$ cat src/rtl/fetch_if.sv
// Fetch-stage bus: instruction memory read port, decoder-side valid/ready
// channel and redirect inputs. The fetch unit is the master.
interface fetch_if #(
    parameter int PC_W    = 8,
    parameter int INSTR_W = 16
);
    logic               imem_req;
    logic [PC_W-1:0]    imem_addr;
    logic               imem_valid;
    logic [INSTR_W-1:0] imem_rdata;
    logic [INSTR_W-1:0] instr;
    logic [3:0]         opcode;
    logic [PC_W-1:0]    instr_pc;
    logic               instr_valid;
    logic               instr_ready;
    logic               jump;
    logic [PC_W-1:0]    jump_target;
    logic               branch;
    logic [PC_W-1:0]    branch_target;
    logic               halted;

    modport master (
        output imem_req, imem_addr, instr, opcode, instr_pc, instr_valid, halted,
        input  imem_valid, imem_rdata, instr_ready, jump, jump_target, branch, branch_target
    );

    modport slave (
        input  imem_req, imem_addr, instr, opcode, instr_pc, instr_valid, halted,
        output imem_valid, imem_rdata, instr_ready, jump, jump_target, branch, branch_target
    );
endinterface

$ cat src/rtl/fetch_unit.sv
// Instruction fetch: PC, single-outstanding imem reads, one-entry output buffer
// with redirect flush. Define FETCH_HALT_EN to stop fetching after opcode 4'hC.
//
// state  | meaning
// IDLE   | first cycle after reset, no request
// REQ    | request issued once the output slot is free
// WAIT   | read outstanding, waiting for imem_valid
// HALT   | HALT instruction loaded, fetch stopped until reset
module fetch_unit #(
    parameter int PC_W     = 8,
    parameter int INSTR_W  = 16,
    parameter int RESET_PC = 0
) (
    input logic     clk,
    input logic     rst,
    fetch_if.master bus
);

    localparam logic [1:0] S_IDLE = 2'd0;
    localparam logic [1:0] S_REQ  = 2'd1;
    localparam logic [1:0] S_WAIT = 2'd2;
    localparam logic [1:0] S_HALT = 2'd3;

    localparam logic [PC_W-1:0] PC_RST = PC_W'(RESET_PC);

    logic [1:0]         state;
    logic [PC_W-1:0]    pc;
    logic [PC_W-1:0]    instr_pc_q;
    logic [PC_W-1:0]    target;
    logic [INSTR_W-1:0] instr_q;
    logic               valid_q;
    logic               drop_q;
    logic               redirect;
    logic               req;
    logic               accept;
    logic               load;
    logic               halt_op;

    assign redirect = (bus.jump | bus.branch) & (state != S_HALT);
    assign target   = bus.jump ? bus.jump_target : bus.branch_target;
    assign req      = (state == S_REQ) & (~valid_q | bus.instr_ready);
    assign accept   = (state == S_WAIT) & bus.imem_valid;
    // a response is thrown away if its request was overtaken by a redirect
    assign load     = accept & ~drop_q & ~redirect;

`ifdef FETCH_HALT_EN
    assign halt_op    = (bus.imem_rdata[INSTR_W-1 -: 4] == 4'hC);
    assign bus.halted = (state == S_HALT);
`else
    assign halt_op    = 1'b0;
    assign bus.halted = 1'b0;
`endif

    always_ff @(posedge clk or posedge rst) begin
        if (rst) begin
            state      <= S_IDLE;
            pc         <= PC_RST;
            instr_q    <= '0;
            instr_pc_q <= PC_RST;
            valid_q    <= 1'b0;
            drop_q     <= 1'b0;
        end else begin
            case (state)
                S_IDLE:  state <= S_REQ;
                S_REQ:   if (req) state <= S_WAIT;
                S_WAIT:  if (accept) state <= (load && halt_op) ? S_HALT : S_REQ;
                default: state <= state;
            endcase

            if (accept)
                drop_q <= 1'b0;
            else if (redirect && (state == S_WAIT || req))
                drop_q <= 1'b1;

            if (redirect)
                pc <= target;
            else if (load)
                pc <= pc + PC_W'(1);

            if (redirect)
                valid_q <= 1'b0;
            else if (load)
                valid_q <= 1'b1;
            else if (bus.instr_ready)
                valid_q <= 1'b0;

            if (load) begin
                instr_q    <= bus.imem_rdata;
                instr_pc_q <= pc;
            end
        end
    end

    assign bus.imem_req    = req;
    assign bus.imem_addr   = pc;
    assign bus.instr       = instr_q;
    assign bus.opcode      = instr_q[INSTR_W-1 -: 4];
    assign bus.instr_pc    = instr_pc_q;
    assign bus.instr_valid = valid_q;

endmodule

$ cat src/flat_wrapper.sv
// flat-port wrapper written by rule: the top's interface ports become plain ports
module fetch_unit_flat 
#(
    parameter int PC_W     = 8,
    parameter int INSTR_W  = 16,
    parameter int RESET_PC = 0
)
  (clk, rst, bus_imem_req, bus_imem_addr, bus_instr, bus_opcode, bus_instr_pc, bus_instr_valid, bus_halted, bus_imem_valid, bus_imem_rdata, bus_instr_ready, bus_jump, bus_jump_target, bus_branch, bus_branch_target);
  fetch_if #(.PC_W(PC_W), .INSTR_W(INSTR_W)) bus_i ();
  input logic clk;
  input logic rst;
  output wire logic [$bits(bus_i.imem_req)-1:0] bus_imem_req;
  output wire logic [$bits(bus_i.imem_addr)-1:0] bus_imem_addr;
  output wire logic [$bits(bus_i.instr)-1:0] bus_instr;
  output wire logic [$bits(bus_i.opcode)-1:0] bus_opcode;
  output wire logic [$bits(bus_i.instr_pc)-1:0] bus_instr_pc;
  output wire logic [$bits(bus_i.instr_valid)-1:0] bus_instr_valid;
  output wire logic [$bits(bus_i.halted)-1:0] bus_halted;
  input wire logic [$bits(bus_i.imem_valid)-1:0] bus_imem_valid;
  input wire logic [$bits(bus_i.imem_rdata)-1:0] bus_imem_rdata;
  input wire logic [$bits(bus_i.instr_ready)-1:0] bus_instr_ready;
  input wire logic [$bits(bus_i.jump)-1:0] bus_jump;
  input wire logic [$bits(bus_i.jump_target)-1:0] bus_jump_target;
  input wire logic [$bits(bus_i.branch)-1:0] bus_branch;
  input wire logic [$bits(bus_i.branch_target)-1:0] bus_branch_target;
  assign bus_imem_req = bus_i.imem_req;
  assign bus_imem_addr = bus_i.imem_addr;
  assign bus_instr = bus_i.instr;
  assign bus_opcode = bus_i.opcode;
  assign bus_instr_pc = bus_i.instr_pc;
  assign bus_instr_valid = bus_i.instr_valid;
  assign bus_halted = bus_i.halted;
  assign bus_i.imem_valid = bus_imem_valid;
  assign bus_i.imem_rdata = bus_imem_rdata;
  assign bus_i.instr_ready = bus_instr_ready;
  assign bus_i.jump = bus_jump;
  assign bus_i.jump_target = bus_jump_target;
  assign bus_i.branch = bus_branch;
  assign bus_i.branch_target = bus_branch_target;
  fetch_unit #(.PC_W(PC_W), .INSTR_W(INSTR_W), .RESET_PC(RESET_PC)) u_core (.clk(clk), .rst(rst), .bus(bus_i));
endmodule
$ cat config.mk
export PLATFORM = sky130hd
export DESIGN_NAME = fetch_unit_flat
export DESIGN_NICKNAME = d
export VERILOG_FILES = /design/src/rtl/fetch_if.sv /design/src/rtl/fetch_unit.sv /design/src/flat_wrapper.sv
export SDC_FILE = /design/constraint.sdc
export NUM_CORES = 1
export LEC_CHECK = 0
export ABC_AREA = 1
export CAP_MARGIN = 20
export CORE_ASPECT_RATIO = 0.5
export CORE_MARGIN = 4
export CORE_UTILIZATION = 50
export CTS_BUF_LIST = sky130_fd_sc_hd__clkbuf_8
export DETAILED_ROUTE_END_ITERATION = 8
export DONT_BUFFER_PORTS = 1
export GPL_ROUTABILITY_DRIVEN = 0
export GPL_TIMING_DRIVEN = 0
export PLACE_DENSITY = 0.69
export SETUP_SLACK_MARGIN = 0.4
export SYNTH_ARGS = -nofsm -noshare
export SYNTH_HDL_FRONTEND = slang
export SYNTH_SLANG_ARGS = --single-unit
$ cat constraint.sdc
create_clock -name clk -period 1.4 [get_ports clk]
set_input_delay 0.28 -clock clk [delete_from_list [all_inputs] [get_ports clk]]
set_output_delay 0.28 -clock clk [all_outputs]
set_load 0.05 [all_outputs]
# ---- Yosys cells after proc, flatten, opt, wreduce, memory -nomap -nowiden
# Index checks and enable logic that the tools add are counted.
dict set report word_totals {
  register_bits 36
  latchBits 0
  ram_bits 0
  rom_bits 0
  in_bits 38
  output_inout_bits 39
  wordCells 41
  mem_count 0
}
dict set report op_classes {
  n_addsub 1
  mul 0
  n_div 0
  order_cmp 0
  eq_ne 5
  n_shift 0
  mux 11
  bitwise_logic 10
  reduce_logical 8
}
# operator count
set ops {}
lappend ops {{8-bit 2-to-1 mux} 3}
lappend ops {{8-bit by 1-bit adder with 8-bit output, second input constant} 1}
lappend ops {{2-bit one-hot mux with 3 select lines} 1}
lappend ops {{3-bit nonzero test} 2}
lappend ops {{1-bit AND} 5}
lappend ops {{1-bit 2-to-1 mux} 5}
lappend ops {{2-bit 2-to-1 mux} 2}
lappend ops {{2-bit by 1-bit != test with 1-bit output, second input constant} 2}
lappend ops {{2-bit nonzero test} 2}
lappend ops {{1-bit NOT} 3}
lappend ops {{3-bit AND reduction} 1}
lappend ops {{2-bit by 1-bit == test with 1-bit output, second input constant} 1}
lappend ops {{2-bit == test, second input constant} 1}
lappend ops {{2-bit logical NOT} 1}
lappend ops {{2-bit != test, second input constant} 1}
lappend ops {{1-bit OR} 2}
lappend ops {{1-bit logical AND} 1}
lappend ops {{1-bit logical OR} 1}

# ---- Depth between registers and ports, before layout
# Gate-level depths: netlist (run 1).
dict set report depth {
  ltp_word 7
  mapped_depth 8
  mapped_depth_nobuf 7
}

# ---- Least setup slack after synthesis (run 1)
# No wires, ideal clock.
dict set report synth_path {
  kind {register -> output}
  start {register u_core.valid_q (netlist: u_core.bus.instr_valid)}
  end {output port bus_imem_req}
  arrival_time_ps 1484
  t_required_ps 1120
  slack_ps -364
  stages_incl_launch_ff 6
  n_path_buf 0
  path_cell_list {dfrtp_1 -> inv_1 -> nor2_1 -> inv_1 -> nand2_1 -> nor2_1}
}
dict set report synth_between {
  elab_chain_cells 3
}
# item line_no
set synth_rtl {}
lappend synth_rtl {{from (decl)} fetch_unit.sv:31} ;# logic valid_q;
lappend synth_rtl {{from (signal assigned)} fetch_unit.sv:60} ;# valid_q <= 1'b0;
lappend synth_rtl {{from (signal assigned)} fetch_unit.sv:81} ;# valid_q <= 1'b0;
lappend synth_rtl {{from (signal assigned)} fetch_unit.sv:83} ;# valid_q <= 1'b1;
lappend synth_rtl {{1-bit NOT} fetch_unit.sv:41} ;# assign req = (state == S_REQ) & (~valid_q | bus.instr_ready);
lappend synth_rtl {{1-bit OR} fetch_unit.sv:41}
lappend synth_rtl {{1-bit AND} fetch_unit.sv:41}
lappend synth_rtl {{to (decl)} flat_wrapper.sv:12} ;# output wire logic [$bits(bus_i.imem_req)-1:0] bus_imem_req;
# No other way between the ends.

# ---- Worst setup path after layout (run 1)
# Ends and elaborated chain as after synthesis.

==> results.yml, run 1 <==
global_routing:
  grt_antenna_before_repair: 0
  grt_overflow: 0
  grt_pass1_wl_um: 8020
  grt_pass1_vias: 1619
  grtUsageTotal_pct: 22.1
  grt_max_degree: 37
pwr:
  total_power_mw: 6.67
  peakVddDrop_mv: 1.52
  p_per_area_nw_per_um2: 2690
  power_leakage_nw: 1.20
final_layout:
  final_common_cell: "nand2_1"
  n_fill_cell: 218
  drive_gt1_share_pct: 55.5
  fin_area_um2: 2480
  fin_nets: 292
  n_antenna_cell: 0
  areaGrowthSynthToFinish_pct: 39.4
  layout_common_cells: "41 x nand2_1, 30 x dfrtp_2, 26 x nand2_2"
sta:
  tightest_slew_ns: 0.779
  finClkSkew_ns: 0.0128
  slew_viol_final: 0
  finalSetupViolations: 2
  max_freq_mhz: 605
  slew_headroom_pct: 48.0
  min_period_ns: 1.65
  timing.final.ws_setup_ns: -0.253
  timing.hold.ws_ns: -0.0146
  hold_violations: 26
  fin_crit_sh_pct: 118
  rsz0062_at_grt: "yes"
floorplan:
  core-area_um2: 3210
  die_w_um: 92.4
  start_util_pct: 55.5
  rows: 14
  fp.dieArea_um2: 4640
  io_pins: 77
  chipHeight_um: 50.2
route:
  drtPass1Iterations: 4
  wl_um: 5160
  viasPerCell: 5.59
  drc: 0
  vias: 1687
  drtIter0Drc: 106
  ant_nets: 0
  wl_per_cell_um: 17.1
clock_network:
  cts_buffers: 5
  clock_path_buffers: 2
  cts_num_sinks: 36
  cts_tree: "built"
  cts_max_level: 2
  insertion_delay_ns: 0.30
  clkSlewWorstSetupHoldPaths_ns: 0.08
  postCtsHoldBufs: 0
  cts.root.buffer_cell: "clkbuf_8"
placed_design:
  place_ws_ns: 0.0287
  hpwl_um: 3170
  dpl_cell_area_um2: 1940
  port_buffers: 0
synth:
  yosysSeqAreaShare_pct: 50.6
  syn_area_per_cell_um2: 7.91
  synth_seq_cells: 36
  syn_nets: 264
  synth_area_um2: 1780
  yosys_warnings: 0
  syn-instance-count: 225
  synth.distinct_cells: 23
setup_path:
  path_class: "reg -> out"
  crit_fanout: 2
  timing.rr.start: "u_core.state[0]"
  worst_ep_required_time_ns: 1.12
  crit_arrival_ns: 1.37
  worst-r2r-cell-count: 7
  crit_path_end: "bus_imem_req"
  r2r_setup_slack_ns: 0
  cp-start-kind: "register"
  rr_endpoint: "u_core.bus.instr_pc[6]"
  critPathLaunch: "u_core.bus.instr_valid"
  worstSetupEndpointType: "output pin"
job:
  cap_violations: 0
worst_hold_path:
  hold_class: "in -> async"
outcome:
  violations: "negative hold slack, negative setup slack"
  status: "finished, violations left"
## registers in the layout (all words and copies together), names as in the netlist
name,cells
u_core.bus.instr,16
u_core.bus.imem_addr,8
u_core.bus.instr_pc,8
u_core.state,2
u_core.bus.instr_valid,1
u_core.drop_q,1
## synthesized netlist by cell type
cell / instances / area, um2
a21oi_1: 11 / 55.1
buf_2: 5 / 25.0
buf_4: 7 / 52.6
buf_6: 2 / 22.5
conb_1: 1 / 3.75
dfrtp_1: 36 / 901
ha_1: 1 / 12.5
inv_1: 20 / 75.1
inv_2: 1 / 3.75
nand2_1: 70 / 263
nand2_4: 1 / 11.3
nand3_1: 27 / 135
nand3_2: 1 / 10.0
nand3b_1: 1 / 7.51
nor2_1: 20 / 75.1
nor2_2: 1 / 6.26
nor3_1: 1 / 5.00
o211ai_1: 2 / 15.0
o21ai_0: 6 / 30.0
o21ai_1: 8 / 40.0
o21ai_2: 1 / 8.76
o21ai_4: 1 / 16.3
or2_2: 1 / 6.26
## layout make-up
| type | instances | area (um2) | area share [%] |
|---|---|---|---|
| plain buffers | 14 | 156 | 6.30 |
| clock buffers | 5 | 68.8 | 2.77 |
| clock inverters | 3 | 38.8 | 1.56 |
| inverters | 21 | 82.6 | 3.33 |
| multi-input cells | 155 | 941 | 37.9 |
| flip-flops and latches | 36 | 957 | 38.6 |
| well taps | 48 | 60.1 | 2.42 |
| repair buffers | 20 | 178 | 7.16 |
## timing repair
| item | 4_1_cts | 5_1_grt |
|---|---|---|
| setup endpoints to repair | 74 | 74 |
| resized for setup | 67 | 35 |
| setup buffers | 5 | 10 |
| gates cloned | 5 | 1 |
| pin swaps | 21 | 15 |
## power by group
part	total (mW)	leakage, nW	switching, mW	internal (mW)
clock	0.913	0.0593	0.391	0.522
sequential	3.61	0.397	2.03	1.58
combinational	2.15	0.742	1.22	0.931
## worst min-delay path by stage
| stage | start | to | slack [ns] | cells after the start |
|---|---|---|---|---|
| 5_1_grt | rst | u_core.bus.instr[1] | 0.03 | 1 |
| 2_1_floorplan | rst | u_core.bus.imem_addr[7] | 0.23 | 1 |
| 3_5_place_dp | rst | u_core.bus.instr[1] | 0.32 | 1 |
| 6_report | rst | u_core.bus.instr[1] | -0.01 | 1 |
| 4_1_cts | rst | u_core.bus.instr[1] | 0.01 | 1 |
| 3_3_place_gp | rst | u_core.bus.instr[7] | 0.32 | 1 |
## metrics by stage
step	TNS (ns)	hold slack (ns)	util (%)	cells
detailed placement	0	0.323	60.7	273
global placement	0	0.320	60.7	273
finish	-0.256	-0.0146	77.4	302
floorplan	0	0.233	-	225
global route	-1.15	0.0308	77.4	302
CTS	-0.261	0.0110	71.6	291
## logic make-up (layout without fill, tap and decap cells)
| family | after synthesis | after routing | share of synthesized area (%) |
|---|---|---|---|
| buffers and inverters | 35 | 63 | 10.0 |
| DFF | 36 | 36 | 50.6 |
| AOI/OAI and AO/OA | 29 | 29 | 9.28 |
| other | 1 | 1 | 0.211 |
| and+or+nand+nor | 123 | 124 | 29.2 |
| adders and majority gates | 1 | 1 | 0.703 |
## critical path, cell delays in order (launching register included)
cell	delay, ns
dfrtp_2	0.52
inv_2	0.07
nor2_1	0.03
inv_1	0.08
nand2_2	0.08
nor2_4	0.29
## per-layer routing
metal  GRT usage, %  wire [um]  vias to the layer above
met2           32.8       2220                      100
met4           5.67         25                        0
li1               -          -                      769
met3           9.25        710                        3
met5              0          0                        -
met1           30.3       2200                      815
(Power assumes the default switching activity.)
==> inputs of run 2 (changes only) <==
--- a/config.mk
+++ b/config.mk
@@ -7,8 +7,8 @@
 export LEC_CHECK = 0
 export ABC_AREA = 1
 export CAP_MARGIN = 20
-export CORE_ASPECT_RATIO = 0.5
-export CORE_MARGIN = 4
+export CORE_ASPECT_RATIO = 0.75
+export CORE_MARGIN = 2
 export CORE_UTILIZATION = 50
 export CTS_BUF_LIST = sky130_fd_sc_hd__clkbuf_8
 export DETAILED_ROUTE_END_ITERATION = 8
@@ -16,6 +16,7 @@
 export GPL_ROUTABILITY_DRIVEN = 0
 export GPL_TIMING_DRIVEN = 0
 export PLACE_DENSITY = 0.69
+export RECOVER_POWER = 100
 export SETUP_SLACK_MARGIN = 0.4
 export SYNTH_ARGS = -nofsm -noshare
 export SYNTH_HDL_FRONTEND = slang
==> results.yml, run 2 (synthesis results as in run 1) <==
pwr:
  power_leakage_nw: 1.18
  power_frac_comb_pct: 32.7
  p_per_area_nw_per_um2: 2630
  p_sw_share_pct: 55.2
  p_switching_mw: 3.60
  p_int_mw: 2.92
  p_clk_share_pct: 11.8
  total_power_mw: 6.52
  peakVddDrop_mv: 1.63
  p_seq_share_pct: 55.5
final_layout:
  fin_nets: 287
  fin_cells: 289
  final-seq-area_um2: 960
  drive_gt1_share_pct: 58.6
  n_fill_cell: 265
  multi_input_area_um2: 986
  largest_reg_flops: 16
  layout_common_cells: "35 x nand2_1, 29 x dfrtp_2, 28 x nand2_2"
  final_common_cell: "nand2_1"
  n_antenna_cell: 0
  areaGrowthSynthToFinish_pct: 39.5
sta:
  timing.final.ws_setup_ns: -0.232
  tns_ns: -0.232
  rsz0062_at_grt: "yes"
  fin_crit_sh_pct: 117
  hold_violations: 36
  max_freq_mhz: 613
  slew_headroom_pct: 49.0
  finalSetupViolations: 1
  timing.hold.ws_ns: -0.0257
  finClkSkew_ns: 0.00522
  slew_viol_final: 0
  min_period_ns: 1.63
  tightest_slew_ns: 0.763
outcome:
  status: "finished, violations left"
  violations: "negative hold slack, negative setup slack"
setup_path:
  worstSetupEndpointType: "output pin"
  crit_fanout: 3
  crit_path_cell_trace: "inv_2 > nor2_2 > inv_2 > nand2_4 > nor2_4"
  r2r_setup_slack_ns: 0.01
  worst_ep_required_time_ns: 1.12
  crit_path_top_delay_cell: "dfrtp_2"
  max_stage_delay_ns: 0.52
  crit_arrival_ns: 1.35
  critPathMostFrequentCell: "inv_2"
  cp.buffers_inverters: 2
  cp-start-kind: "register"
  crit_family: "flip-flops"
  path_class: "reg -> out"
global_routing:
  grt_antenna_before_repair: 0
  grtUsageTotal_pct: 22.4
  grt_pass1_vias: 1431
  grt_pass1_wl_um: 6890
  met2_usage_pct: 36.0
  grt_util_met3_pct: 6.34
  grt_max_degree: 37
  use_met1_pct: 28.9
  grt_overflow: 0
  grt_most_used_layer: "met2"
floorplan:
  io_pins: 77
  core-area_um2: 3360
  die_w_um: 72.9
  rows: 18
  start_util_pct: 53.1
  fp.dieArea_um2: 4060
  chipHeight_um: 55.7
clock_network:
  clkSlewWorstSetupHoldPaths_ns: 0.07
  cts_buffers: 5
  cts_num_sinks: 36
  clock_path_buffers: 2
  cts_tree: "built"
  insertion_delay_ns: 0.29
  cts_max_level: 2
  cts.root.buffer_cell: "clkbuf_8"
  postCtsHoldBufs: 0
route:
  viasPerCell: 5.35
  wl_um: 4500
  drtIter0Drc: 96
  ant_nets: 0
  drc: 0
  vias: 1546
  wl_per_cell_um: 15.6
  drtPass1Iterations: 4
job:
  cap_violations: 0
placed_design:
  placed_cells: 265
  port_buffers: 0
  hpwl_um: 2840
  place_ws_ns: 0.0419
worst_hold_path:
  hold_class: "in -> async"
## run 2: changes by cell type in the layout (fill, tap and decap cells not counted), sizes merged
cell    change
clkinv      +1
buf         -6
clkbuf      +2
inv         -1
bufinv      -1
## run 2: layout make-up
class / instances / share of cell area (%)
multi-input combinational: 155 / 39.7
sequential: 36 / 38.6
buffer: 14 / 6.65
timing repair buffer: 15 / 5.94
clock buffer: 6 / 3.32
inverter: 21 / 3.32
tap: 40 / 2.02
clock inverter: 2 / 0.403
## run 2: layer usage
metal,vias to the layer above,share of wire [%]
met2,58,49
met1,717,42
li1,762,-
met3,9,7.4
met5,-,0
met4,0,1.7
## run 2: final timing paths
kind	from	end	cells past startpoint
max	u_core.bus.instr_valid	bus_imem_req	5
min	rst	u_core.bus.instr[1]	1
max reg2reg	u_core.state[0]	u_core.bus.instr_pc[2]	7
min reg2reg	u_core.drop_q	u_core.drop_q	2
max in group asynchronous	rst	u_core.bus.imem_addr[0]	1
min in group clk	bus_imem_rdata[3]	u_core.bus.instr[3]	2
## run 2: power by group through the flow
stage	combinational [mW]	sequential [mW]	clock (mW)
after global placement	1.46	3.40	0
after floorplan	1.30	3.30	0
after CTS	1.89	3.56	0.767
final	2.13	3.62	0.769
after global routing	2.35	3.68	0.815
after detailed placement	1.51	3.41	0
## run 2: repair_timing
item	CTS	global route
endpoints found under the hold margin	0	0
gates resized for setup	78	44
pin swaps	21	27
setup endpoints to repair	74	74
gates cloned	5	1
setup buffers	7	3
## run 2: stage by stage
step           hold slack (ns)  instance area (um2)  util [%]
3_3_place_gp             0.298                 1930      57.6
2_1_floorplan            0.233                 1880         -
6_report               -0.0257                 2480      74.0
4_1_cts               0.000416                 2310      68.8
5_1_grt                 0.0267                 2480      74.0
3_5_place_dp             0.315                 1930      57.6
